--- src/rtl/fifo_seg_pkg.sv ---
// Shared types and glyph table for the FIFO-to-display block.
package fifo_seg_pkg;

    typedef enum logic [1:0] {
        IDLE  = 2'd0,
        COUNT = 2'd1,
        FETCH = 2'd2,
        LOAD  = 2'd3
    } rd_state_t;

    // Active-low {g,f,e,d,c,b,a} glyphs for hex 0..F.
    localparam logic [6:0] HEX_SEG [16] = '{
        7'h40, 7'h79, 7'h24, 7'h30, 7'h19, 7'h12, 7'h02, 7'h78,
        7'h00, 7'h10, 7'h08, 7'h03, 7'h46, 7'h21, 7'h06, 7'h0E
    };

    function automatic logic [6:0] hex_glyph(input logic [3:0] nib);
        return HEX_SEG[nib];
    endfunction

endpackage

--- src/rtl/fifo_seg_view_seg_scan.sv ---
// Multiplexed hex display driver: one digit lit per refresh period, ss/dig registered.
module seg_scan
    import fifo_seg_pkg::*;
#(
    parameter int N_DIG   = 4,
    parameter int REFRESH = 50_000
) (
    input  logic               CLK,
    input  logic               RST,
    input  logic [4*N_DIG-1:0] value,
    output logic [6:0]         ss,
    output logic [N_DIG-1:0]   dig
);

    localparam int RW = (REFRESH > 1) ? $clog2(REFRESH) : 1;
    localparam int IW = (N_DIG > 1) ? $clog2(N_DIG) : 1;

    logic [RW-1:0]    rcnt;
    logic [IW-1:0]    idx;
    logic [3:0]       nib;
    logic [N_DIG-1:0] dig_nxt;

    always_comb begin
        nib     = '0;
        dig_nxt = '1;
        for (int k = 0; k < N_DIG; k++) begin
            if (idx == IW'(k)) begin
                nib        = value[4*k +: 4];
                dig_nxt[k] = 1'b0;
            end
        end
    end

    always_ff @(posedge CLK or negedge RST) begin
        if (!RST) begin
            rcnt <= '0;
            idx  <= '0;
            ss   <= hex_glyph(4'h0);
            dig  <= ~(N_DIG'(1));
        end else begin
            if (rcnt == RW'(REFRESH - 1)) begin
                rcnt <= '0;
                idx  <= (idx == IW'(N_DIG - 1)) ? '0 : idx + IW'(1);
            end else begin
                rcnt <= rcnt + RW'(1);
            end
            ss  <= hex_glyph(nib);
            dig <= dig_nxt;
        end
    end

endmodule

--- src/rtl/fifo_seg_view.sv ---
// FIFO with a paced reader feeding a hex display of either the popped word or the occupancy.
module fifo_seg_view
    import fifo_seg_pkg::*;
#(
    parameter int WIDTH   = 8,
    parameter int DEPTH   = 16,
    parameter int N_DIG   = 4,
    parameter int HOLD    = 50_000_000,
    parameter int REFRESH = 50_000
) (
    input  logic                         CLK,
    input  logic                         RST,
    input  logic                         wrreq,
    input  logic [WIDTH-1:0]             data,
    input  logic                         ENrd,
    input  logic                         mode,
    input  logic                         ovf_clr,
    output logic                         full,
    output logic                         empty,
    output logic [$clog2(DEPTH+1)-1:0]   usedw,
    output logic                         ovf,
    output logic                         shown,
    output logic [6:0]                   ss,
    output logic [N_DIG-1:0]             dig,
    output rd_state_t                    dbg_state,
    output logic [WIDTH-1:0]             dbg_word
);

    localparam int AW = $clog2(DEPTH);
    localparam int UW = $clog2(DEPTH + 1);
    localparam int HW = (HOLD > 1) ? $clog2(HOLD) : 1;
    localparam int VW = 4 * N_DIG;

    logic [WIDTH-1:0] mem [DEPTH];
    logic [AW-1:0]    wptr, rptr;
    logic [UW-1:0]    cnt_q;
    logic [WIDTH-1:0] q, disp;
    logic [HW-1:0]    hold_cnt;
    rd_state_t        state;
    logic             push, pop, drop;
    logic [VW-1:0]    view;

    // Producer handshake: wrreq is a request, full is the only backpressure; a
    // request seen while full with no same-cycle pop is dropped and flagged in ovf.
    assign pop   = (state == FETCH);
    assign full  = (cnt_q == UW'(DEPTH));
    assign empty = (cnt_q == '0);
    assign push  = wrreq && (!full || pop);
    assign drop  = wrreq && full && !pop;

    always_ff @(posedge CLK) begin
        if (push) mem[wptr] <= data;
    end

    always_ff @(posedge CLK or negedge RST) begin
        if (!RST) begin
            wptr  <= '0;
            rptr  <= '0;
            cnt_q <= '0;
            q     <= '0;
            ovf   <= 1'b0;
        end else begin
            if (push) wptr <= wptr + AW'(1);
            if (pop) begin
                rptr <= rptr + AW'(1);
                q    <= mem[rptr];
            end
            case ({push, pop})
                2'b10:   cnt_q <= cnt_q + UW'(1);
                2'b01:   cnt_q <= cnt_q - UW'(1);
                default: cnt_q <= cnt_q;
            endcase
            if (drop)         ovf <= 1'b1;
            else if (ovf_clr) ovf <= 1'b0;
        end
    end

    // COUNT parks at HOLD-1 while empty so a late word is fetched immediately.
    always_ff @(posedge CLK or negedge RST) begin
        if (!RST) begin
            state    <= IDLE;
            hold_cnt <= '0;
            disp     <= '0;
        end else begin
            case (state)
                IDLE: begin
                    if (ENrd) begin
                        state    <= COUNT;
                        hold_cnt <= '0;
                    end
                end
                COUNT: begin
                    if (!ENrd) begin
                        state <= IDLE;
                    end else if (hold_cnt == HW'(HOLD - 1)) begin
                        if (!empty) state <= FETCH;
                    end else begin
                        hold_cnt <= hold_cnt + HW'(1);
                    end
                end
                FETCH: state <= LOAD;
                LOAD: begin
                    disp     <= q;
                    state    <= COUNT;
                    hold_cnt <= '0;
                end
                default: state <= IDLE;
            endcase
        end
    end

    assign usedw     = cnt_q;
    assign shown     = (state == LOAD);
    assign dbg_state = state;
    assign dbg_word  = disp;

    always_comb begin
        view = '0;
        if (mode) view[UW-1:0]    = cnt_q;
        else      view[WIDTH-1:0] = disp;
    end

    seg_scan #(
        .N_DIG  (N_DIG),
        .REFRESH(REFRESH)
    ) u_scan (
        .CLK  (CLK),
        .RST  (RST),
        .value(view),
        .ss   (ss),
        .dig  (dig)
    );

    pop_not_empty: assert property (@(posedge CLK) disable iff (!RST) !(pop && empty));

endmodule

--- config.mk ---
export PLATFORM = sky130hd
export DESIGN_NAME = fifo_seg_view
export DESIGN_NICKNAME = d
export VERILOG_FILES = /design/src/rtl/fifo_seg_pkg.sv /design/src/rtl/fifo_seg_view_seg_scan.sv /design/src/rtl/fifo_seg_view.sv
export SDC_FILE = /design/constraint.sdc
export NUM_CORES = 1
export LEC_CHECK = 0
export ABC_CLOCK_PERIOD_IN_PS = 2700
export CORE_UTILIZATION = 54
export CTS_CLUSTER_DIAMETER = 60
export DETAILED_ROUTE_END_ITERATION = 8
export GPL_ROUTABILITY_DRIVEN = 0
export PLACE_DENSITY = 0.73
export SYNTH_ARGS = -nofsm -noshare
export SYNTH_HDL_FRONTEND = slang
export SYNTH_SLANG_ARGS = --single-unit
--- constraint.sdc ---
create_clock -name CLK -period 2.7 [get_ports CLK]
set_clock_uncertainty 0.05 [all_clocks]
set_input_delay 0.81 -clock CLK [delete_from_list [all_inputs] [get_ports CLK]]
set_output_delay 0.81 -clock CLK [all_outputs]
set_load 0.1 [all_outputs]
==> results of run 1 <==
worst paths after layout:
kind | from | depth (start not counted) | slack, ns | end
min in group CLK | q[7] | 2 | 0.45 | q[7]
worst min register to register | q[7] | 2 | 0.45 | q[7]
worst max-delay path | usedw[1] | 3 | 0.05 | empty
worst min-delay path | RST | 1 | 0.21 | usedw[3]
worst max register to register | u_scan.idx[0] | 7 | 0.10 | u_scan.ss[3]
max in group asynchronous | RST | 2 | 1.72 | u_scan.dig[2]
synth_stat cells (all sizes together), types with 2 or more instances:
library cell / n / area (um^2)
a211o: 3 / 26.3
a21o: 2 / 15.0
a21oi: 10 / 50.1
a22o: 2 / 17.5
a22oi: 3 / 22.5
a2bb2oi: 2 / 17.5
a31oi: 20 / 125
a41oi: 7 / 61.3
and3: 9 / 58.8
and4: 3 / 27.5
buf: 18 / 116
clkbuf: 14 / 52.6
dfrtp: 83 / 2080
dfstp: 4 / 105
edfxtp: 128 / 3840
ha: 25 / 313
inv: 22 / 82.6
mux2: 9 / 101
mux2i: 30 / 300
mux4: 33 / 743
nand2: 46 / 180
nand2b: 16 / 100
nand3: 25 / 130
nand4: 13 / 81.3
nor2: 32 / 120
nor2b: 5 / 31.3
nor3: 11 / 55.1
nor4: 4 / 25.0
nor4b: 4 / 35.0
o21a: 2 / 22.5
o21ai: 20 / 111
o221ai: 8 / 70.1
o22ai: 6 / 37.5
or3: 2 / 12.5
or4: 3 / 26.3
xnor2: 14 / 123
xor2: 8 / 70.1
report_power, final:
group / switching (W) / internal [W]
clock network: 0.00127 / 0.00206
registers: 0.000385 / 0.00399
logic: 0.00295 / 0.00179
sequential cells by signal, indices dropped and copies added (netlist names):
signal / cells
u_scan.rcnt: 16
q: 8
dbg_state: 2
u_scan.dig: 4
u_scan.idx: 2
mem: 128
dbg_word: 8
rptr: 4
wptr: 4
hold_cnt: 26
ovf: 1
u_scan.ss: 7
usedw: 5
metal layers:
metal | track usage [%] | vias up
li1 | - | 2704
met1 | 29.4 | 2938
met2 | 37.0 | 193
met3 | 3.72 | 33
met4 | 6.80 | 0
met5 | 0 | -
what timing repair did:
item	in CTS	in global routing
setup endpoints to repair	1	5
pin swaps	2	2
buffers inserted	8	1
resized for setup	4	3
gates cloned	0	0
hold buffers	0	0
metrics by stage:
| stage | total power, W | instances | utilization, % | setup WS, ns | hold slack [ns] |
|---|---|---|---|---|---|
| after floorplan | 0.00776 | 661 | - | -0.146 | 0.392 |
| after global placement | 0.00889 | 944 | 60.7 | -0.165 | 0.416 |
| after detailed placement | 0.00904 | 944 | 60.7 | -0.245 | 0.425 |
| after CTS | 0.0125 | 996 | 65.8 | 0.000752 | 0.218 |
| after global routing | 0.0130 | 997 | 66.0 | -0.0167 | 0.235 |
| final | 0.0124 | 997 | 66.0 | 0.0486 | 0.214 |
layout make-up:
| class | instances | area, um^2 |
|---|---|---|
| clock buffer | 31 | 637 |
| fill | 1178 | 5870 |
| multi-input combinational | 390 | 3280 |
| inverter | 22 | 86.3 |
| sequential | 215 | 6030 |
| tap | 225 | 282 |
| clock inverter | 13 | 185 |
| timing repair buffer | 101 | 863 |
cell families after synthesis:
kind of cell               count (synthesis)  share of synthesized area [%]
AOI/OAI and AO/OA                         90                           6.47
xor gates and xnor gates                  22                           2.02
adders and majority gates                 26                           3.49
buffers and inverters                     56                           2.88
DFF                                      215                           63.2
muxes                                     72                           12.0
and+or+nand+nor                          180                           9.88
==> out/metrics.yaml, run 1 <==
outcome:
  outcome: "complete, no violations"
route:
  wl_met1_um: 8010
  antenna_left: 0
  firstDrtPassIters: 5
  top_layer: "met4"
  dr_wl_met2_um: 9380
  route.met3.wl_um: 1120
  drc: 0
  drt_iter0_drc: 342
  wirelength_um: 19000
  wl_per_cell_um: 19.0
  viasPerCell: 5.89
  vias: 5868
clock_network:
  root_buffer: "clkbuf_16"
  cts_buffers: 24
  htreeDepth: 1
  tritoncts: "done"
  clk_latency_ns: 0.51
  cts.sinks: 215
  clkTransAtPathRegs_ns: 0.06
  clock_path_buffers: 3
global_route:
  globalRouteOverflowTotal: 0
  antenna_found_initial: 0
  grt_pass1_vias: 5933
  grt_pass1_wl_um: 30900
  grt_usage_pct: 22.0
  grt_max_degree: 54
synthesis:
  ys_types: 63
  ys_warn_count: 0
  synth_seq_cells: 215
  syn_area_per_cell_um2: 14.4
  synth-edff-count: 128
  ys_async_sr_fraction_pct: 40.5
  yosys_most_used_dff: "edfxtp_1"
  synth.cell_area_um2: 9530
  syn_inst: 661
  yosysSeqAreaShare_pct: 63.2
  synth_nets: 701
flow_run:
  maxCapViolCount: 0
pwr:
  power.density_nw_per_um2: 1090
  ir_drop_mv: 1.16
  p_leak_nw: 4.45
critical_path:
  crit_type: "register to primary output"
  start_kind: "register"
  max_stage_delay_ns: 0.56
  crit_arrival_ns: 1.79
  crit_fanout: 2
  crit_buf_inv: 1
  cp_slowest_cell: "or4_4"
  cp-end-kind: "primary output"
  cp_cell_sequence: "or4_4 > nor2_4 > buf_12"
  cpLargestDelayFamily: "simple AND/OR/NAND/NOR gates"
  cp.required_ns: 1.84
die:
  ioPinCount: 44
  coreArea_um2: 17200
  dieArea_um2: 18200
  die_y_um: 135
  fp-row-count: 48
  initial_utilization_pct: 55.3
  die_w_um: 135
timing:
  slew_headroom_pct: 60.6
  max_freq_mhz: 377
  finalMaxSlewViolations: 0
  fin_crit_ns: 2.65
  hold_viol_final: 0
  rsz0062_at_grt: "yes"
  min_period_over_period_pct: 98.2
  setup_tns_ns: 0
  finalSetupViolCount: 0
  worst_pin_slew_ns: 0.591
place:
  dpl.hpwl_um: 12700
  io_buffers: 43
  place_area_um2: 10500
final_layout:
  final_cell_mix: "128 x edfxtp_1, 83 x buf_4, 77 x dfrtp_1"
  final_layout_size_suffix_gt1_share_pct: 25.5
  syn_to_final_growth_pct: 19.3
  mostFrequentLayoutCell: "edfxtp_1"
  postLayoutCellArea_um2: 11400
  num-nets-final: 794
  antenna_cells: 0
worst_hold_path:
  hold_path.class: "input port to asynchronous set/reset pin"
No activity file was read; power rests on OpenSTA's default activity.
==> run 2, diff against run 1 <==
--- a/config.mk
+++ b/config.mk
@@ -6,11 +6,13 @@
 export NUM_CORES = 1
 export LEC_CHECK = 0
 export ABC_CLOCK_PERIOD_IN_PS = 2700
-export CORE_UTILIZATION = 54
+export CORE_UTILIZATION = 55
 export CTS_CLUSTER_DIAMETER = 60
 export DETAILED_ROUTE_END_ITERATION = 8
+export DONT_BUFFER_PORTS = 1
 export GPL_ROUTABILITY_DRIVEN = 0
-export PLACE_DENSITY = 0.73
+export PLACE_DENSITY = 0.71
+export SLEW_MARGIN = 20
 export SYNTH_ARGS = -nofsm -noshare
 export SYNTH_HDL_FRONTEND = slang
 export SYNTH_SLANG_ARGS = --single-unit
==> run 2 against run 1 <==
The flow now finishes with violations (negative setup slack). Core utilization is 0.52 points lower. Total power down 2.2%. Fmax is 2.2% lower. Via count is 1.9% lower. Routed wire length rose by 1.3%. Sequential share of layout area up 1.9 points. Critical path type unchanged. Largest cell class unchanged. Largest power group unchanged. Highest routed layer unchanged.
==> out/metrics.yaml, run 2 (synthesized netlist as in run 1, its figures left out) <==
die:
  fp-row-count: 47  # was 48
  dieArea_um2: 17900  # was 18200 um^2
  ioPinCount: 44  # unchanged
  coreArea_um2: 16800  # was 17200 um^2
  die_w_um: 134  # was 135 um
  die_y_um: 134  # was 135 um
  initial_utilization_pct: 56.8  # was 55.3%
place:
  io_buffers: 0  # was 43
  place_area_um2: 10100  # was 10500 um^2
  place_ws_ns: 0.184  # was -0.245 ns
  dpl.hpwl_um: 12400  # was 12700 um
final_layout:
  syn_to_final_growth_pct: 15.1  # was 19.3%
  final_layout_size_suffix_gt1_share_pct: 22.3  # was 25.5%
  largest_reg_flops: 128  # unchanged
  top_regs: "mem: 128 flops, hold_cnt: 26 flops, u_scan.rcnt: 16 flops"  # unchanged
  mostFrequentLayoutCell: "edfxtp_1"  # unchanged
  num-nets-final: 749  # was 794
  antenna_cells: 0  # unchanged
  largest-register: "mem"  # unchanged
  final_cell_mix: "128 x edfxtp_1, 78 x dfrtp_1, 53 x buf_4"  # was 128 x edfxtp_1, 83 x buf_4, 77 x dfrtp_1
  postLayoutCellArea_um2: 11000  # was 11400 um^2
pwr:
  p_leak_nw: 4.23  # was 4.45 nW
  ir_drop_mv: 0.840  # was 1.16 mV
  p_total_w: 0.0122  # was 0.0124 W
  power.density_nw_per_um2: 1110  # was 1090 nW/um^2
route:
  wl_met1_um: 8160  # was 8010 um
  dr_wl_met2_um: 9500  # was 9380 um
  drt_iter0_drc: 365  # was 342
  route.met3.wl_um: 989  # was 1120 um
  vias: 5757  # was 5868
  wirelength_um: 19200  # was 19000 um
  drc: 0  # unchanged
  top_layer: "met4"  # unchanged
  antenna_left: 0  # unchanged
  viasPerCell: 6.09  # was 5.89
  wl_per_cell_um: 20.3  # was 19.0 um
  firstDrtPassIters: 5  # unchanged
critical_path:
  crit_fanout: 6  # was 2
  critPathLaunch: "usedw[1]"  # unchanged
  start_kind: "register"  # unchanged
  cp_cell_sequence: "or4_4 > nor2_4 > buf_12"  # unchanged
  worst_r2r_startpoint: "u_scan.idx[0]"  # unchanged
  crit_buf_inv: 1  # unchanged
  cp_slowest_cell: "or4_4"  # unchanged
  cp.required_ns: 1.84  # about the same
  cp-end-kind: "primary output"  # unchanged
  crit_arrival_ns: 1.85  # was 1.79 ns
  cpLargestDelayFamily: "simple AND/OR/NAND/NOR gates"  # unchanged
  crit_type: "register to primary output"  # unchanged
  max_stage_delay_ns: 0.57  # was 0.56 ns
clock_network:
  root_buffer: "clkbuf_16"  # unchanged
  cts.sinks: 215  # unchanged
  tritoncts: "done"  # unchanged
  clock_path_buffers: 3  # unchanged
  cts_buffers: 24  # unchanged
  clk_latency_ns: 0.52  # was 0.51 ns
  htreeDepth: 1  # unchanged
  clkTransAtPathRegs_ns: 0.06  # about the same
timing:
  fin_crit_ns: 2.71  # was 2.65 ns
  hold_viol_final: 0  # unchanged
  setup_ws_ns: -0.0105  # was 0.0486 ns
  worst_pin_slew_ns: 0.881  # was 0.591 ns
  finalSetupViolCount: 1  # was 0
  hold-worst-slack_ns: 0.0794  # was 0.214 ns
  rsz0062_at_grt: "yes"  # unchanged
  slew_headroom_pct: 41.3  # was 60.6%
  finalMaxSlewViolations: 0  # unchanged
  max_freq_mhz: 369  # was 377 MHz
  min_period_over_period_pct: 100  # was 98.2%
global_route:
  grt_pass1_wl_um: 31200  # was 30900 um
  globalRouteOverflowTotal: 0  # unchanged
  grt_max_degree: 84  # was 54
  antenna_found_initial: 0  # unchanged
  grt_pass1_vias: 5869  # was 5933
  grt_usage_pct: 22.8  # was 22.0%
outcome:
  outcome: "complete, but fails checks"  # was complete, no violations
  violations: "negative setup slack"
flow_run:
  maxCapViolCount: 0  # unchanged
worst_hold_path:
  hold_path.class: "input port to asynchronous set/reset pin"  # unchanged
## run 2: cell types whose count changed in the layout (fill, tap and decap cells not counted), moves of 2 or more
cell,delta
clkinv_2,-2
clkbuf_1,-3
clkinvlp_4,+2
buf_4,-30
clkdlybuf4s50_1,-12
buf_12,-4
clkinv_1,+2
## run 2: timing repair
item                                    in CTS  in global routing
pin swaps                                    1                  0
cloned                                       0                  0
endpoints found under the setup margin       2                  2
resized for setup                            3                  2
hold endpoints to repair                    83                  0
setup buffers                                1                  2
hold buffers                                 1                  0
## run 2: where the power goes
part | switching (W) | total [W] | internal (W)
Combinational | 0.00287 | 0.00441 | 0.00154
Clock | 0.00129 | 0.00337 | 0.00208
Sequential | 0.000393 | 0.00439 | 0.00399
Total | 0.00455 | 0.0122 | 0.00762
## run 2: area by class of cell
class / instances / area, um^2
well taps: 220 / 275
repair buffers: 56 / 465
clock buffers: 28 / 637
flip-flops and latches: 215 / 6030
fillers: 1167 / 5790
multi-input cells: 390 / 3280
clock inverters: 15 / 193
inverters: 22 / 86.3
## run 2: worst paths after layout
| path | end | slack, ns | depth (start not counted) |
|---|---|---|---|
| setup / recovery | empty | -0.01 | 3 |
| hold / removal | u_scan.dig[2] | 0.08 | 0 |
| setup reg to reg | u_scan.ss[3] | 0.16 | 7 |
| hold reg to reg | hold_cnt[25] | 0.45 | 1 |
| max in group asynchronous | wptr[3] | 2.10 | 1 |
| min in group CLK | mem[9][7] | 0.34 | 0 |
## run 2: metal layers
layer | global-route usage (%) | vias to the layer above
li1 | - | 2616
met1 | 30.5 | 2914
met2 | 38.1 | 179
met3 | 3.54 | 48
met4 | 7.95 | 0
met5 | 0 | -
## run 2: metrics by stage
stage,cells,utilization (%),TNS (ns)
CTS,944,65.3,-0.0349
detailed placement,899,60.1,0
global route,946,65.4,-0.0534
global placement,899,60.1,0
floorplan,661,-,-0.149
finish,946,65.4,-0.0105
## run 2: worst reg2reg max path: stages, from the launching register on
cell and delay, ns:
dfrtp_1 0.37, inv_1 0.09, ha_1 0.24, or4b_1 0.58
o21ai_1 0.26, inv_1 0.10, ha_1 0.23, mux4_2 0.49
